<file path="config.mk">
export PLATFORM = sky130hd
export DESIGN_NAME = eth_tx_spacer
export DESIGN_NICKNAME = d
export VERILOG_FILES = /design/src/rtl/eth_pkg.sv /design/src/rtl/eth_tx_spacer.sv
export SDC_FILE = /design/constraint.sdc
export NUM_CORES = 1
export LEC_CHECK = 0
export CAP_MARGIN = 0
export CORE_UTILIZATION = 48
export DETAILED_ROUTE_END_ITERATION = 10
export PLACE_DENSITY = 0.78
export SLEW_MARGIN = 10
export SYNTH_ARGS = -nofsm -noshare
export SYNTH_HDL_FRONTEND = slang
export SYNTH_SLANG_ARGS = --single-unit
</file>
<file path="constraint.sdc">
create_clock -name clk -period 2.5 [get_ports clk]
set_input_delay 0.625 -clock clk [delete_from_list [all_inputs] [get_ports clk]]
set_output_delay 0.625 -clock clk [all_outputs]
set_load 0.05 [all_outputs]
</file>
<file path="src/rtl/eth_pkg.sv">
// Shared Ethernet framing constants and the transmit spacer state encoding.
package eth_pkg;

    localparam int ETH_MIN_FRAME_NO_FCS = 60;
    localparam int RMII_CYCLES_PER_BYTE = 4;
    localparam int ETH_IFG_BYTES        = 12;

    typedef enum logic [1:0] {
        PASS = 2'd0,
        PAD  = 2'd1,
        GAP  = 2'd2
    } eth_spacer_state_t;

endpackage

</file>
<file path="src/rtl/eth_tx_spacer.sv">
// Pads short transmit frames with zero bytes up to the Ethernet minimum and
// forces a fixed idle gap after every frame on a byte-wide AXI-Stream.
module eth_tx_spacer
    import eth_pkg::*;
#(
    parameter int MIN_BYTES  = ETH_MIN_FRAME_NO_FCS,
    parameter int GAP_CYCLES = ETH_IFG_BYTES * RMII_CYCLES_PER_BYTE
) (
    input  logic       clk,
    input  logic       sresetn,
    output logic       in_axis_tready,
    input  logic       in_axis_tvalid,
    input  logic       in_axis_tlast,
    input  logic [7:0] in_axis_tdata,
    input  logic       out_axis_tready,
    output logic       out_axis_tvalid,
    output logic       out_axis_tlast,
    output logic [7:0] out_axis_tdata
);

    localparam int CNT_W = $clog2(MIN_BYTES + 1);
    localparam int GAP_W = (GAP_CYCLES > 1) ? $clog2(GAP_CYCLES) : 1;

    localparam logic [CNT_W-1:0] CNT_MAX  = CNT_W'(MIN_BYTES);
    localparam logic [CNT_W-1:0] CNT_LAST = CNT_W'(MIN_BYTES - 1);
    localparam logic [CNT_W:0]   MIN_EXT  = (CNT_W + 1)'(MIN_BYTES);
    localparam logic [GAP_W-1:0] GAP_LOAD = (GAP_CYCLES > 0) ? GAP_W'(GAP_CYCLES - 1) : '0;

    eth_spacer_state_t state_q, state_d;
    logic [CNT_W-1:0]  cnt_q, cnt_d;
    logic [GAP_W-1:0]  gap_q, gap_d;

    logic              reach_min;
    logic              in_ready_c;
    logic              out_valid_c;
    logic              out_last_c;
    logic [7:0]        out_data_c;

    function automatic logic [CNT_W-1:0] sat_inc(input logic [CNT_W-1:0] v);
        return (v == CNT_MAX) ? v : v + CNT_W'(1);
    endfunction

    // Compared one bit wider so cnt+1 cannot wrap when cnt sits at its saturation value.
    assign reach_min = ({1'b0, cnt_q} + (CNT_W + 1)'(1)) >= MIN_EXT;

    always_ff @(posedge clk or negedge sresetn) begin
        if (!sresetn) begin
            state_q <= PASS;
            cnt_q   <= '0;
            gap_q   <= '0;
        end else begin
            state_q <= state_d;
            cnt_q   <= cnt_d;
            gap_q   <= gap_d;
        end
    end

    always_comb begin
        state_d     = state_q;
        cnt_d       = cnt_q;
        gap_d       = gap_q;
        in_ready_c  = 1'b0;
        out_valid_c = 1'b0;
        out_last_c  = 1'b0;
        out_data_c  = 8'h00;

        case (state_q)
            PASS: begin
                out_valid_c = in_axis_tvalid;
                in_ready_c  = out_axis_tready;
                out_data_c  = in_axis_tdata;
                out_last_c  = in_axis_tlast && reach_min;
                if (in_axis_tvalid && out_axis_tready) begin
                    cnt_d = sat_inc(cnt_q);
                    if (in_axis_tlast) begin
                        if (!reach_min) begin
                            state_d = PAD;
                        end else if (GAP_CYCLES == 0) begin
                            cnt_d = '0;
                        end else begin
                            state_d = GAP;
                            gap_d   = GAP_LOAD;
                        end
                    end
                end
            end

            PAD: begin
                out_valid_c = 1'b1;
                out_last_c  = (cnt_q == CNT_LAST);
                if (out_axis_tready) begin
                    cnt_d = sat_inc(cnt_q);
                    if (out_last_c) begin
                        if (GAP_CYCLES == 0) begin
                            state_d = PASS;
                            cnt_d   = '0;
                        end else begin
                            state_d = GAP;
                            gap_d   = GAP_LOAD;
                        end
                    end
                end
            end

            GAP: begin
                if (gap_q == '0) begin
                    state_d = PASS;
                    cnt_d   = '0;
                end else begin
                    gap_d = gap_q - GAP_W'(1);
                end
            end

            default: begin
                state_d = PASS;
                cnt_d   = '0;
                gap_d   = '0;
            end
        endcase
    end

    // Handshake outputs are forced low while reset is held, independent of state.
    assign in_axis_tready  = sresetn & in_ready_c;
    assign out_axis_tvalid = sresetn & out_valid_c;
    assign out_axis_tlast  = out_last_c;
    assign out_axis_tdata  = out_data_c;

endmodule

</file>
==> results of run 1 <==
==> placed cells by master, fill, tap and decap left out, drive strengths merged <==
cell type       n
buf            22
dfrtp          14
o21ai          13
clkdlybuf4s50  12
nand2          10
and2           10
nor2            9
a21oi           7
inv             6
nor3            5
a2bb2oi         4
ha              4
clkbuf          4
nand2b          3
o22a            3
nand3           3
nor2b           2
nand4           2
and3            2
or2             2
xor2            2
a31oi           2
or3             2
a22oi           1
a21o            1
nand4bb         1
mux2i           1
o41ai           1
o32ai           1
o311a           1
xnor2           1
==> layout make-up <==
cell class                      instances  area share (%)
Inverter                                6            1.52
Tap cell                               25            2.11
Clock buffer                            4            2.45
Multi-Input combinational cell         93            41.3
Timing Repair Buffer                   34            28.8
Sequential cell                        14            23.8
==> worst paths after layout <==
kind / from / to / slack, ns / depth (start not counted)
max: cnt_q[1] / out_axis_tlast / -0.04 / 6
min: cnt_q[5] / cnt_q[5] / 0.55 / 1
max reg2reg: cnt_q[3] / gap_q[1] / 0.47 / 7
min reg2reg: cnt_q[5] / cnt_q[5] / 0.55 / 1
max in group asynchronous: sresetn / cnt_q[0] / 1.62 / 2
min in group asynchronous: sresetn / state_q[1] / 0.68 / 2
==> logic make-up after synthesis <==
family | Yosys count
AND/OR/NAND/NOR | 51
AO/OA/AOI/OAI | 34
flip-flops | 14
buffers and inverters | 9
adder cells (fa/ha/maj) | 4
XOR/XNOR | 3
multiplexers | 1
==> per-stage QoR <==
stage	hold slack, ns	setup WS [ns]	instance area, um^2
after global placement	0.497	0.209	1380
after floorplan	0.329	0.135	980
after detailed placement	0.505	0.180	1380
after CTS	0.517	0.00542	1450
final	0.548	-0.0406	1480
after global routing	0.576	-0.112	1480
==> sequential cells by signal, indices dropped and copies added (netlist names) <==
name / flops
state_q: 2
cnt_q: 6
gap_q: 6
==> worst register-to-register path: cells and delay by family (launching register included) <==
| family | cells | cell delay, ns |
|---|---|---|
| DFF | 1 | 0.45 |
| and+or+nand+nor | 1 | 0.24 |
| AOI/OAI and AO/OA | 4 | 0.96 |
| buffers and inverters | 2 | 0.27 |
==> power groups by stage <==
stage | Combinational (mW) | Clock [mW] | Sequential, mW
floorplan | 0.595 | 0 | 0.422
global placement | 0.875 | 0 | 0.464
detailed placement | 0.907 | 0 | 0.471
CTS | 0.959 | 0.168 | 0.456
global route | 1.07 | 0.178 | 0.496
finish | 0.987 | 0.163 | 0.476
==> routing by layer <==
| metal | vias up | GRT usage, % |
|---|---|---|
| met2 | 48 | 42.5 |
| met3 | 2 | 5.00 |
| met4 | 0 | 9.14 |
| li1 | 485 | - |
| met5 | - | 0 |
| met1 | 477 | 37.3 |
==> timing repair <==
item	4_1_cts	5_1_grt
gates resized for setup	2	4
buffers inserted	4	2
setup endpoints to repair	1	1
hold buffers	0	0
pin swaps	2	3
==> flow_summary.yaml, run 1 <==
status:
  status: "finished, violations left"
  violations: "setup timing"
floorplan:
  fp.dieArea_um2: 2220
  die_h_um: 47.1
  core-area_um2: 1820
  row_count: 15
  io_pins: 24
  chipWidth_um: 47.1
  start_util_pct: 53.7
power:
  p_int_mw: 0.895
  p_switching_mw: 0.731
  p_sw_share_pct: 45.0
  power_mw: 1.63
  clkPwrFrac_pct: 10.1
  power.density_nw_per_um2: 1100
  p_comb_share_pct: 60.7
  ir_drop_mv: 0.759
  p_seq_share_pct: 29.3
  leakage_nw: 0.617
logic_synthesis:
  synth-simple-area-share_pct: 28.3
  synth_nets: 133
  yosysWarnings: 0
  post_synth_mux_area_share_pct: 1.02
  synth_xor_xnor_area_share_pct: 2.69
  ys_seq_elements: 14
  yosysUniqueCellTypes: 34
  synth_top_area_cell: "dfrtp_1"
  syn-cell-area_um2: 977
  synth-edff-count: 0
  syn_inst: 116
  ys.flop_type: "dfrtp_1"
  synthTopCellsByCount: "dfrtp_1 (14), o21ai_0 (12), and2_1 (10), nand2_1 (10), nor2_1 (9)"
  yosysTopAreaCellShare_pct: 35.9
  async_reset_ff_share_pct: 100
  synth_top_family_by_area: "simple AND/OR/NAND/NOR gates"
  synth_most_common_cell: "dfrtp_1"
  synth_adder_area_share_pct: 5.12
  syn_avg_cell_area_um2: 8.42
  ys_seq_area_share_pct: 35.9
  synth-compound-area-share_pct: 23.4
  synth_area_leaders: "dfrtp_1 (36%), and2_1 (6.4%), o21ai_0 (6.1%)"
worst_setup_path:
  max_stage_delay_ns: 0.45
  path_class: "reg -> out"
  worst-endpoint-arrival_ns: 1.92
  path_max_fanout: 4
  crit_path_end_kind: "output pin"
  path_delay_family: "simple AND/OR/NAND/NOR gates"
  worstPathRequired_ns: 1.88
  crit_slowest_cell: "dfrtp_2"
  crit_chain: "ha_4 > or3_1 > a21oi_2 > a21oi_2 > nor2_2 > buf_12"
  path_buf_inv: 1
  path_common_cell: "a21oi_2"
  start_kind: "register"
timing:
  setup_tns_ns: -0.0406
  tightest_slew_ns: 0.446
  maxSlewViolCount: 0
  max_freq_ghz: 0.394
  postLayoutSetupSlackWorst_ns: -0.0406
  timing.final.crit_share_pct: 102
  rsz0062_at_grt: "yes"
  min_period_ns: 2.54
  relSlewSlack_pct: 70.3
  hold_viol_final: 0
  setup_violations: 1
  skew_ns: 0.00616
placed_design:
  port_buffers: 23
  dp_cells: 166
  hpwl_mm: 1.91
  globalplace.congestion: 0.883
detailed_routing:
  vias: 1012
  detail_route.wirelength_mm: 2.74
  drt-vias-per-instance: 5.75
  wl_met3_um: 212
  wl_per_cell_um: 15.6
  met2WireLength_mm: 1.32
  initialDrtViolationCount: 32
  drt_first_pass_iters: 4
  ant_nets: 0
  drt-met1-wl_mm: 1.18
  drcViolationCount: 0
  highest_layer: "met4"
clocking:
  numCtsBuffers: 3
  path_clk_slew_ns: 0.09
  root_buffer: "clkbuf_4"
  clk_latency_ns: 0.28
  clk_path_buf_depth: 2
  cts_tree: "done"
  htreeDepth: 1
  cts.sinks: 14
worst_hold_path:
  hold_class: "reg -> reg"
layout:
  final_util_pct: 81.3
  drive_gt1_share_pct: 25.2
  areaGrowthSynthToFinish_pct: 51.5
  layoutNonFillerInstCount: 176
  nets: 169
  fill_cells: 123
  antenna_cells: 0
  multi_input_area_um2: 611
  register_area_um2: 353
global_route:
  grt_start_max_net_pins: 17
  grt_pass1_wl_mm: 4.18
  grt_pass1_vias: 932
  gr-total-overflow: 0
  antenna_found_initial: 0
  grt_usage_pct: 26.9
run:
  max_cap_violations: 0
No activity file was read; power rests on OpenSTA's default activity.
==> inputs of run 2 (changes only) <==
--- a/config.mk
+++ b/config.mk
@@ -14,2 +14,3 @@
 export SYNTH_HDL_FRONTEND = slang
 export SYNTH_SLANG_ARGS = --single-unit
+export TNS_END_PERCENT = 30
==> constraint.sdc (replaced) <==
create_clock -name clk -period 2.5 [get_ports clk]
set_input_delay 0.625 -clock clk [delete_from_list [all_inputs] [get_ports clk]]
set_output_delay 0.625 -clock clk [all_outputs]
set_load 0.1 [all_outputs]
==> run 2 against run 1 <==
Compared with the run above: the run still ends with setup timing left; register-to-register slack better by 0.05 ns; final cell count shrank 1.7%; via count increased by 3.3%; wire length is 2.1% lower.
==> flow_summary.yaml, run 2 (synthesized netlist as in run 1, its figures left out) <==
status:
  status: "finished, violations left"
  violations: "setup timing"
layout:
  nets: 167
  multi_input_area_um2: 616
  drive_gt1_share_pct: 23.0
  final_area_um2: 1460
  antenna_cells: 0
  register_area_um2: 352
  areaGrowthSynthToFinish_pct: 49.3
  fill_cells: 130
  top_regs: "cnt_q (6), gap_q (6), state_q (2)"
  final_cell_mix: "dfrtp_1 (13), o21ai_0 (12), clkdlybuf4s50_1 (12)"
  final_common_cell: "dfrtp_1"
worst_setup_path:
  crit_path_end_kind: "output pin"
  path_class: "reg -> out"
  rrSetupSlack_ns: 0.52
  start_kind: "register"
  path_max_fanout: 5
  worstPathRequired_ns: 1.88
  reg2reg_from: "cnt_q[0]"
  reg2reg_depth: 7
  r2r_end: "gap_q[2]"
  worst-endpoint-arrival_ns: 1.88
clocking:
  clk_path_buf_depth: 2
  cts.sinks: 14
  root_buffer: "clkbuf_4"
  cts_tree: "done"
  numCtsBuffers: 3
  path_clk_slew_ns: 0.08
  clk_latency_ns: 0.27
  hold_buffers: 0
  htreeDepth: 1
placed_design:
  hpwl_mm: 1.97
  port_buffers: 23
  placedInstanceArea_um2: 1380
  globalplace.congestion: 0.852
timing:
  tightest_slew_ns: 0.407
  postLayoutSetupSlackWorst_ns: -0.00191
  timing.final.crit_share_pct: 100
  max_freq_ghz: 0.400
  hold_viol_final: 0
  setup_violations: 1
  min_period_ns: 2.50
  relSlewSlack_pct: 72.5
  skew_ns: 0.00749
  holdWs_ns: 0.572
  rsz0062_at_grt: "yes"
  maxSlewViolCount: 0
  setup_tns_ns: -0.00191
worst_hold_path:
  hold_start: "cnt_q[5]"
  hold_class: "reg -> reg"
  whs_path_depth: 1
  min_to: "cnt_q[5]"
floorplan:
  fp.dieArea_um2: 2220
  io_pins: 24
  row_count: 15
  core-area_um2: 1820
  start_util_pct: 53.7
  chipWidth_um: 47.1
  die_h_um: 47.1
detailed_routing:
  vias: 1045
  ant_nets: 0
  drt-vias-per-instance: 6.04
  wl_per_cell_um: 15.5
  initialDrtViolationCount: 38
  detail_route.wirelength_mm: 2.69
  drt_first_pass_iters: 5
  drcViolationCount: 0
global_route:
  grt_pass1_vias: 943
  grt_pass1_wl_mm: 4.18
  gr-total-overflow: 0
  antenna_found_initial: 0
  grt_start_max_net_pins: 17
  grt_usage_pct: 28.0
power:
  power.density_nw_per_um2: 1210
  ir_drop_mv: 0.726
  power_mw: 1.76
  leakage_nw: 0.603
run:
  max_cap_violations: 0
run 2: cell count changes in the layout (fill, tap and decap cells not counted):
| cell | change |
|---|---|
| nor2_4 | +1 |
| buf_4 | -3 |
| nor2_2 | -1 |
| clkbuf_8 | -1 |
| buf_6 | +1 |
| dfrtp_1 | +1 |
| dfrtp_2 | -1 |
run 2: final cells by class:
cell class | count | share of cell area (%)
Multi-Input combinational cell | 93 | 42.2
Inverter | 6 | 1.54
Sequential cell | 14 | 24.1
Timing Repair Buffer | 32 | 28.5
Tap cell | 25 | 2.14
Clock buffer | 3 | 1.54
run 2: routing by layer:
layer / part of all wire [%] / vias up / track usage, %
met1: 41 / 501 / 33.9
met2: 48 / 56 / 46.7
met4: 1.9 / 0 / 13.1
met5: 0 / - / 0
met3: 8.9 / 6 / 6.92
li1: - / 482 / -
run 2: report_power, final:
part | internal [mW] | total, mW | switching (mW)
Sequential | 0.326 | 0.458 | 0.131
Clock | 0.0557 | 0.123 | 0.0671
Combinational | 0.478 | 1.18 | 0.701
Total | 0.860 | 1.76 | 0.900
run 2: critical path: stages (launching register included):
cell and delay [ns]:
dfrtp_2 0.44, ha_4 0.18, or3_1 0.39, a21oi_2 0.20, a21oi_2 0.10, nor2_4 0.12
buf_12 0.18
run 2: worst max path at each step:
| stage | depth (start not counted) | start | end |
|---|---|---|---|
| 2_1_floorplan | 5 | cnt_q[0] | out_axis_tlast |
| 3_5_place_dp | 6 | cnt_q[0] | out_axis_tlast |
| 6_report | 6 | cnt_q[0] | out_axis_tlast |
| 5_1_grt | 6 | cnt_q[0] | out_axis_tlast |
| 3_3_place_gp | 5 | in_axis_tlast | out_axis_tlast |
| 4_1_cts | 6 | cnt_q[0] | out_axis_tlast |
run 2: stage by stage:
step                setup WS (ns)  instances  util, %
detailed placement          0.135        166     75.9
finish                   -0.00191        173     80.1
global placement            0.184        166     75.9
floorplan                  0.0519        116        -
global route              -0.0549        173     80.1
CTS                       0.00817        172     78.6
run 2: what timing repair did:
item | 4_1_cts | 5_1_grt
gates resized for setup | 2 | 4
pin swaps | 1 | 1
setup endpoints to repair | 1 | 1
hold endpoints to repair | 0 | 0
setup buffers | 3 | 1
==> inputs of run 3 (changes only) <==
Settings changed: MAX_ROUTING_LAYER set to met4.
==> run 3 against run 2 <==
Compared with the run above: the run still ends with setup timing left; sequential power about the same; maximum frequency hardly changed; first-iteration DRC count is 24% lower; non-clock buffer count did not move; clock power is essentially flat; clock skew decreased by 0.00097 ns; core utilization unchanged; combinational power hardly changed; largest cell class unchanged; highest routed layer unchanged.
==> flow_summary.yaml, run 3 (synthesized netlist as in run 1, its figures left out) <==
floorplan:
  die_h_um: 47.1
  start_util_pct: 53.7
  fp.dieArea_um2: 2220
  core-area_um2: 1820
  io_pins: 24
  chipWidth_um: 47.1
  row_count: 15
detailed_routing:
  drcViolationCount: 0
  ant_nets: 0
  drt_first_pass_iters: 4
  initialDrtViolationCount: 29
  vias: 1025
  detail_route.wirelength_mm: 2.68
  drt-vias-per-instance: 5.92
  wl_per_cell_um: 15.5
timing:
  hold_viol_final: 0
  relSlewSlack_pct: 74.9
  skew_ns: 0.00652
  postLayoutSetupSlackWorst_ns: -0.00397
  min_period_ns: 2.50
  setup_violations: 1
  rsz0062_at_grt: "yes"
  max_freq_ghz: 0.399
  timing.final.crit_share_pct: 100
  tightest_slew_ns: 0.371
  holdWs_ns: 0.562
  maxSlewViolCount: 0
worst_setup_path:
  rrSetupSlack_ns: 0.52
  path_max_fanout: 5
  path_buf_inv: 1
  max_stage_delay_ns: 0.44
  reg2reg_depth: 7
  path_class: "reg -> out"
  path_common_cell: "a21oi_2"
  path_depth: 6
  crit_slowest_cell: "dfrtp_2"
  worstPathRequired_ns: 1.88
  critPathLaunch: "cnt_q[0]"
  r2r_end: "gap_q[2]"
  reg2reg_from: "cnt_q[0]"
  path_delay_family: "simple AND/OR/NAND/NOR gates"
  crit_chain: "ha_4 > or3_1 > a21oi_2 > a21oi_2 > nor2_4 > buf_12"
  crit_path_end_kind: "output pin"
  worst-endpoint-arrival_ns: 1.88
  start_kind: "register"
layout:
  areaGrowthSynthToFinish_pct: 49.3
  final_util_pct: 80.1
  final_common_cell: "dfrtp_1"
  layoutNonFillerInstCount: 173
  antenna_cells: 0
  nets: 167
  final_cell_mix: "dfrtp_1 (13), o21ai_0 (12), clkdlybuf4s50_1 (12)"
  drive_gt1_share_pct: 23.0
  top_regs: "cnt_q (6), gap_q (6), state_q (2)"
  final_area_um2: 1460
global_route:
  grt_pass1_wl_mm: 4.20
  grt_start_max_net_pins: 17
  gr-total-overflow: 0
  grt_pass1_vias: 941
  grt_usage_pct: 29.0
  antenna_found_initial: 0
clocking:
  path_clk_slew_ns: 0.08
  clk_path_buf_depth: 2
  clk_latency_ns: 0.27
  numCtsBuffers: 3
  root_buffer: "clkbuf_4"
  cts.sinks: 14
  htreeDepth: 1
  cts_tree: "done"
placed_design:
  port_buffers: 23
  placedInstanceArea_um2: 1380
  dp_cells: 166
  hpwl_mm: 1.97
  globalplace.congestion: 0.865
power:
  leakage_nw: 0.603
  ir_drop_mv: 0.723
  power.density_nw_per_um2: 1210
worst_hold_path:
  hold_class: "reg -> reg"
  min_to: "cnt_q[5]"
  whs_path_depth: 1
  hold_start: "cnt_q[5]"
status:
  status: "finished, violations left"
  violations: "setup timing"
run:
  max_cap_violations: 0
run 3: cell counts in the layout (fill, tap and decap cells not counted):
No cell type changed its count.
run 3: worst max path at each step:
stage	end	slack (ns)
5_1_grt	out_axis_tlast	-0.05
3_5_place_dp	out_axis_tlast	0.14
6_report	out_axis_tlast	-0.004
3_3_place_gp	out_axis_tlast	0.18
4_1_cts	out_axis_tlast	0.008
2_1_floorplan	out_axis_tlast	0.05
run 3: metrics by stage:
stage               setup TNS [ns]  worst slack (ns)  power (mW)
detailed placement               0             0.135        1.57
floorplan                        0            0.0519        1.19
global placement                 0             0.184        1.53
finish                    -0.00397          -0.00397        1.76
CTS                              0           0.00817        1.72
global route               -0.0549           -0.0549        1.87
run 3: area by class of cell:
type,instances,area [um^2]
Timing Repair Buffer,32,415
Tap cell,25,31.3
Clock buffer,3,22.5
Sequential cell,14,352
Inverter,6,22.5
Fill cell,130,362
Multi-Input combinational cell,93,616
run 3: report_power, final:
part | internal (mW) | leakage [nW] | switching, mW | total [mW]
Combinational | 0.478 | 0.417 | 0.699 | 1.18
Clock | 0.0557 | 0.0138 | 0.0679 | 0.124
Sequential | 0.326 | 0.172 | 0.132 | 0.458
run 3: what timing repair did:
action                                  in CTS  in global routing
hold buffers                                 0                  0
endpoints found under the setup margin       1                  1
gates resized for setup                      2                  4
pin swaps                                    1                  1
setup buffers                                3                  1
hold endpoints to repair                     0                  0
run 3: layer usage:
layer  global-route usage [%]  wire length (um)  vias to the layer above
li1                         -                 -                      482
met1                     34.4              1110                      485
met2                     46.4              1270                       52
met3                     6.92               246                        6
met4                     13.1                50                        0
met5                        -                 0                        -
run 3: worst reg2reg max path, stage by stage, from the launching register on:
cell and delay (ns):
dfrtp_2 0.44, ha_4 0.18, or3_1 0.40, a21oi_2 0.20, buf_4 0.14, buf_4 0.11
o311a_2 0.23, a2bb2oi_1 0.20
